==> src/rtl/elevator_goal_scheduler.sv <==
// SCAN goal-floor scheduler: latches requests, picks goals, times door service.
// Optional intermediate-stop retargeting: ELEVATOR_COLLECTIVE_EN.
module elevator_goal_scheduler #(
  parameter int FLOORS = 3,
  parameter int FW     = 2,
  parameter int DWELL  = 4
) (
  input  logic              clk,
  input  logic              rst,
  input  logic [FW-1:0]     floor,
  input  logic              moving,
  input  logic [FLOORS-1:0] req,
  output logic [FLOORS-1:0] pending,
  output logic [FW-1:0]     gf,
  output logic              gf_valid,
  output logic              dir_up,
  output logic              door_open
);

`ifdef ELEVATOR_COLLECTIVE_EN
  localparam bit COLLECTIVE = 1'b1;
`else
  localparam bit COLLECTIVE = 1'b0;
`endif

  localparam int CW = (DWELL > 1) ? $clog2(DWELL) : 1;
  localparam logic [CW-1:0] LAST = CW'(DWELL - 1);

  typedef enum logic [1:0] {
    IDLE  = 2'd0,
    UP    = 2'd1,
    DOWN  = 2'd2,
    SERVE = 2'd3
  } state_t;

  state_t            state, state_n;
  logic [FLOORS-1:0] pending_n;
  logic [FW-1:0]     gf_n;
  logic              dir_n;
  logic [CW-1:0]     cnt, cnt_n;
  logic [FW-1:0]     sfl, sfl_n;

  logic [FW-1:0] pos;
  logic          pos_ok;
  logic [FW-1:0] near, abv, blw;
  logic          abv_ok, blw_ok;
  logic          go_up, go_dn;
  int            fl, d, best;

  // In SERVE the search is anchored at the floor being served.
  assign pos    = (state == SERVE) ? sfl : floor;
  assign pos_ok = int'(floor) < FLOORS;

  always_comb begin
    near   = '0;
    abv    = '0;
    blw    = '0;
    abv_ok = 1'b0;
    blw_ok = 1'b0;
    fl     = int'(pos);
    d      = 0;
    best   = FLOORS;
    for (int k = 0; k < FLOORS; k++) begin
      if (pending[k]) begin
        d = (k > fl) ? k - fl : fl - k;
        if (d < best) begin
          best = d;
          near = FW'(k);
        end
        if (k > fl && !abv_ok) begin
          abv    = FW'(k);
          abv_ok = 1'b1;
        end
        if (k < fl) begin
          blw    = FW'(k);
          blw_ok = 1'b1;
        end
      end
    end
  end

  assign go_up = dir_up ? abv_ok : (abv_ok && !blw_ok);
  assign go_dn = dir_up ? (blw_ok && !abv_ok) : blw_ok;

  always_comb begin
    pending_n = pending | req;
    if (state == SERVE) pending_n[sfl] = 1'b0;
  end

  always_comb begin
    state_n = state;
    gf_n    = gf;
    dir_n   = dir_up;
    cnt_n   = cnt;
    sfl_n   = sfl;
    if (pos_ok) begin
      unique case (state)
        IDLE: begin
          if (!moving && pending != '0) begin
            if (pending[floor]) begin
              state_n = SERVE;
              sfl_n   = floor;
              cnt_n   = '0;
            end else begin
              gf_n    = near;
              dir_n   = near > floor;
              state_n = (near > floor) ? UP : DOWN;
            end
          end
        end
        UP, DOWN: begin
          if (!moving && floor == gf) begin
            state_n = SERVE;
            sfl_n   = floor;
            cnt_n   = '0;
          end else if (COLLECTIVE && state == UP && abv_ok && abv < gf) begin
            gf_n = abv;
          end else if (COLLECTIVE && state == DOWN && blw_ok && blw > gf) begin
            gf_n = blw;
          end
        end
        SERVE: begin
          if (cnt == LAST) begin
            unique case (1'b1)
              go_up: begin
                gf_n    = abv;
                dir_n   = 1'b1;
                state_n = UP;
              end
              go_dn: begin
                gf_n    = blw;
                dir_n   = 1'b0;
                state_n = DOWN;
              end
              default: state_n = IDLE;
            endcase
          end else begin
            cnt_n = cnt + 1'b1;
          end
        end
        default: state_n = IDLE;
      endcase
    end
  end

  always_ff @(posedge clk) begin
    if (rst) begin
      state     <= IDLE;
      pending   <= '0;
      gf        <= '0;
      gf_valid  <= 1'b0;
      dir_up    <= 1'b1;
      door_open <= 1'b0;
      cnt       <= '0;
      sfl       <= '0;
    end else begin
      state     <= state_n;
      pending   <= pending_n;
      gf        <= gf_n;
      gf_valid  <= (state_n == UP) || (state_n == DOWN);
      dir_up    <= dir_n;
      door_open <= state_n == SERVE;
      cnt       <= cnt_n;
      sfl       <= sfl_n;
    end
  end

endmodule

==> config.mk <==
export PLATFORM = sky130hd
export DESIGN_NAME = elevator_goal_scheduler
export DESIGN_NICKNAME = d
export VERILOG_FILES = /design/src/rtl/elevator_goal_scheduler.sv
export SDC_FILE = /design/constraint.sdc
export NUM_CORES = 1
export LEC_CHECK = 0
export ABC_AREA = 1
export ABC_CLOCK_PERIOD_IN_PS = 3200
export CAP_MARGIN = 40
export CORE_MARGIN = 3
export CORE_UTILIZATION = 49
export DETAILED_ROUTE_END_ITERATION = 8
export GPL_TIMING_DRIVEN = 0
export MAX_ROUTING_LAYER = met4
export PLACE_DENSITY = 0.79
export SETUP_SLACK_MARGIN = 0.5
export SYNTH_ARGS = -nofsm -noshare
export SYNTH_HDL_FRONTEND = slang
export SYNTH_SLANG_ARGS = --single-unit
==> constraint.sdc <==
create_clock -name clk -period 3.2 [get_ports clk]
set_clock_uncertainty 0.2 [all_clocks]
set_input_delay 0.64 -clock clk [delete_from_list [all_inputs] [get_ports clk]]
set_output_delay 0.64 -clock clk [all_outputs]
set_load 0.05 [all_outputs]
==> summary.md <==
| Metric | Value |
|---|---|
| Adder-Cell Fraction of Synth Area | about 8.5% |
| Layout cells sized above 1 | a little over two fifths |
| GR Util All Layers | between 20% and 30% |
| Hold Path Depth | 1 |
| Worst path required time | about 3200 ps |
| Commonest cells after routing, fill and taps aside | 33 x nand2_1, 19 x inv_1, 17 x buf_6 |
| Largest net degree at the start of global routing | 11 |
| Synthesized area | 0.00118 mm^2 |
| Share of flip-flops with an asynchronous set or reset | 0% |
| CP Max Fanout | 8 |
| Layout area overhead | 56.1% |
| Max VDD drop | ~410 uV |
| CP peak stage delay | about 360 ps |
| CP Cell Sequence | ha_4 -> buf_12 -> o21ai_4 -> nand2_2 -> a21boi_2 -> ha_4 -> nand2_2 -> nand2_2 -> nand2_2 -> nand2_2 -> inv_2 -> ha_4 -> inv_4 -> nor2_4 -> o21ai_4 -> nand4_1 -> a21oi_2 -> nand2_1 -> nand2_2 -> inv_2 -> ha_4 -> inv_2 -> nor2_2 |
| Multi-input gate area | 912 um^2 |
| Min cycle time layout | around 3400 ps |
| P_leak | 0.872 nW |
| Seq/Total Area, Yosys | around a quarter |
| Status | finished with violations |
| Gpl congestion | 0.875 |
| Largest delay share family, worst path | adder cells |
| Tot Pwr | 0.814 mW |
| Placed insts | 225 |
| Ant. Diodes | 0 |
| Final hold vios | 0 |
| Crit. End Element | flop |
| Fmax | around 0.3 GHz |
| Clock sinks | 14 |
| Unrepaired setup endpoints after global routing | yes |
| Simple-Gate Fraction of Synth Area | 38.5% |
| Rows | 17 |
| Final Max Tran Viols | 0 |
| Total Wirelength | between 4 and 5 mm |
| GR Overflow Total | 0 |
| Antenna Nets Post-Route | 0 |
| Post-DP HPWL | 2.27 mm |
| DRC viols | 0 |
| Crit path launch type | flop |
| First-pass GRT wire length | 6.07 mm |
| # port buffers | 15 |
| Hold slack | 253 ps |
| Number of synthesized register bits | 14 |
| Final setup fails | 3 |
| DR WL/cell | approximately 16 um |
| Initial antenna violation count | 0 |
| Commonest non-fill, non-tap cell in the layout | nand2_1 |
| Synth cell types | 28 |
| Synth Warn # | 0 |
| Final Util | slightly above 80% |
| Clock Tree Root | clkbuf_4 |
| Failing checks | setup timing |
| Max Cap Viol | 0 |
| DR pass1 iterations | 4 |
| EDFF count, synth | 0 |
| Chip height | between 50 and 60 um |
| Crit share post-route | 106% |
| R2R cell count | 23 |
| Vias per cell | roughly 5.6 |
| Ys flop type | dfxtp_1 |
| Longest Clk Path Bufs | 2 |
| Pwr dens | approximately 440 mW/mm^2 |
| Worst path depth | 23 |
| Most common cell on crit path | nand2_2 |
| H-tree levels | 1 |
| Core area | between 0.002 and 0.0025 mm^2 |
| Reg clk slew, reported paths | approximately 80 ps |
| Vias in the first global route | 1,448 |
| Worst path slowest cell | dfxtp_4 |
| Data arrival, critical path | about 3400 ps |
| Slew headroom | approximately 60% |
| Worst slew pin tran | a little over 600 ps |
| Post-Place Worst Slack | -902 ps |
| Finished Layout Cells | between 200 and 300 |
| Largest family of logic cells by synthesized area | simple AND/OR/NAND/NOR gates |
| Hold Buf Count CTS | 0 |
| Fill cells | 132 |
| Post-Synthesis Cells | about 180 |
| Via count | roughly 1,400 |
| CTS buffer count | 3 |
| Initial core utilization | a little over half |
| Mux cell area share after synthesis | 0% |
| Post-synthesis compound-gate area fraction | around 17% |
| Buf/Inv on CP | 5 |
| Post-Syn Nets | 198 |
| Crit Path Class | reg2reg |
| Worst setup margin | -186 ps |
| Clk Latency, worst-skew pair | roughly 290 ps |
| Mean area per synthesized cell | between 6 and 7 um^2 |
| Num ports | 16 |
| Die Span X | approximately 55 um |
| Hold Crit Class | reg2reg |
| Post-Synth XOR/XNOR Area | 0% |
| Initial DRC count | 73 |
| Die area | approximately 0.003 mm^2 |
| CTS tree | yes |
| FF+latch area | 288 um^2 |
| Final net count | 249 |
[power breakdown]
part	switching, mW	internal (mW)	leakage (nW)	total, mW
registers	0.0209	0.202	0.117	0.223
logic	0.284	0.204	0.742	0.488
clock network	0.0581	0.0439	0.0138	0.102
total	0.363	0.450	0.872	0.814
[what timing repair did]
| action | CTS | global route |
|---|---|---|
| setup endpoints to repair | 5 | 6 |
| setup buffers | 30 | 1 |
| pin swaps | 14 | 19 |
| gates resized for setup | 24 | 41 |
[per-layer routing]
metal | vias up | share of wire (%) | global-route usage [%]
li1 | 684 | - | -
met5 | - | 0 | -
met4 | 0 | 3.4 | 25.5
met3 | 17 | 6.9 | 10.7
met1 | 676 | 38 | 27.5
met2 | 72 | 52 | 47.8
[cell usage after synthesis (2+ instances only)]
master	n	area (um^2)
ha_1	8	100
inv_2	5	18.8
o21ai_2	2	17.5
a21oi_1	10	50.1
nand2_4	4	45.0
o21ai_0	13	65.1
dfxtp_1	14	280
nor2_1	17	63.8
nand3_1	9	45.0
o21ai_1	2	10.0
inv_1	24	90.1
nand2_1	43	161
nand4_1	4	25.0
conb_1	2	7.51
a31oi_1	3	18.8
nand2_2	5	31.3
nand3_2	5	50.1
nor3_1	2	10.0
[flip-flops by register name (all words and copies together), names as in the netlist]
name	cells
state	2
gf	2
gf_valid	1
door_open	1
sfl	2
cnt	2
dir_up	1
pending	3
[cells by family (layout without fill, tap and decap cells)]
kind of cell             after synthesis  in the layout
flip-flops                            14             14
other                                  2              2
buffers and inverters                 33             82
AO/OA/AOI/OAI                         34             34
adder cells (fa/ha/maj)                8              8
AND/OR/NAND/NOR                       91             91
[final cells by class]
type / instances / share of cell area [%]
multi-input combinational: 135 / 49.4
clock buffer: 3 / 1.22
buffer: 3 / 1.56
tap: 28 / 1.90
timing repair buffer: 46 / 23.7
inverter: 30 / 6.64
sequential: 14 / 15.6
[through the flow]
| step | instance area (um^2) | TNS (ps) |
|---|---|---|
| final | 1850 | -423 |
| after floorplan | 1210 | 0 |
| after CTS | 1680 | -3.07 |
| after global routing | 1850 | -824 |
| after detailed placement | 1400 | -3060 |
| after global placement | 1400 | -2790 |
[final timing paths]
path,start,end,slack [ps]
worst min register to register,sfl[1],pending[2],250
worst max-delay path,state[1],gf_valid,-190
worst max register to register,state[1],gf_valid,-190
worst min-delay path,sfl[1],pending[2],250
No activity file was read; power rests on OpenSTA's default activity.
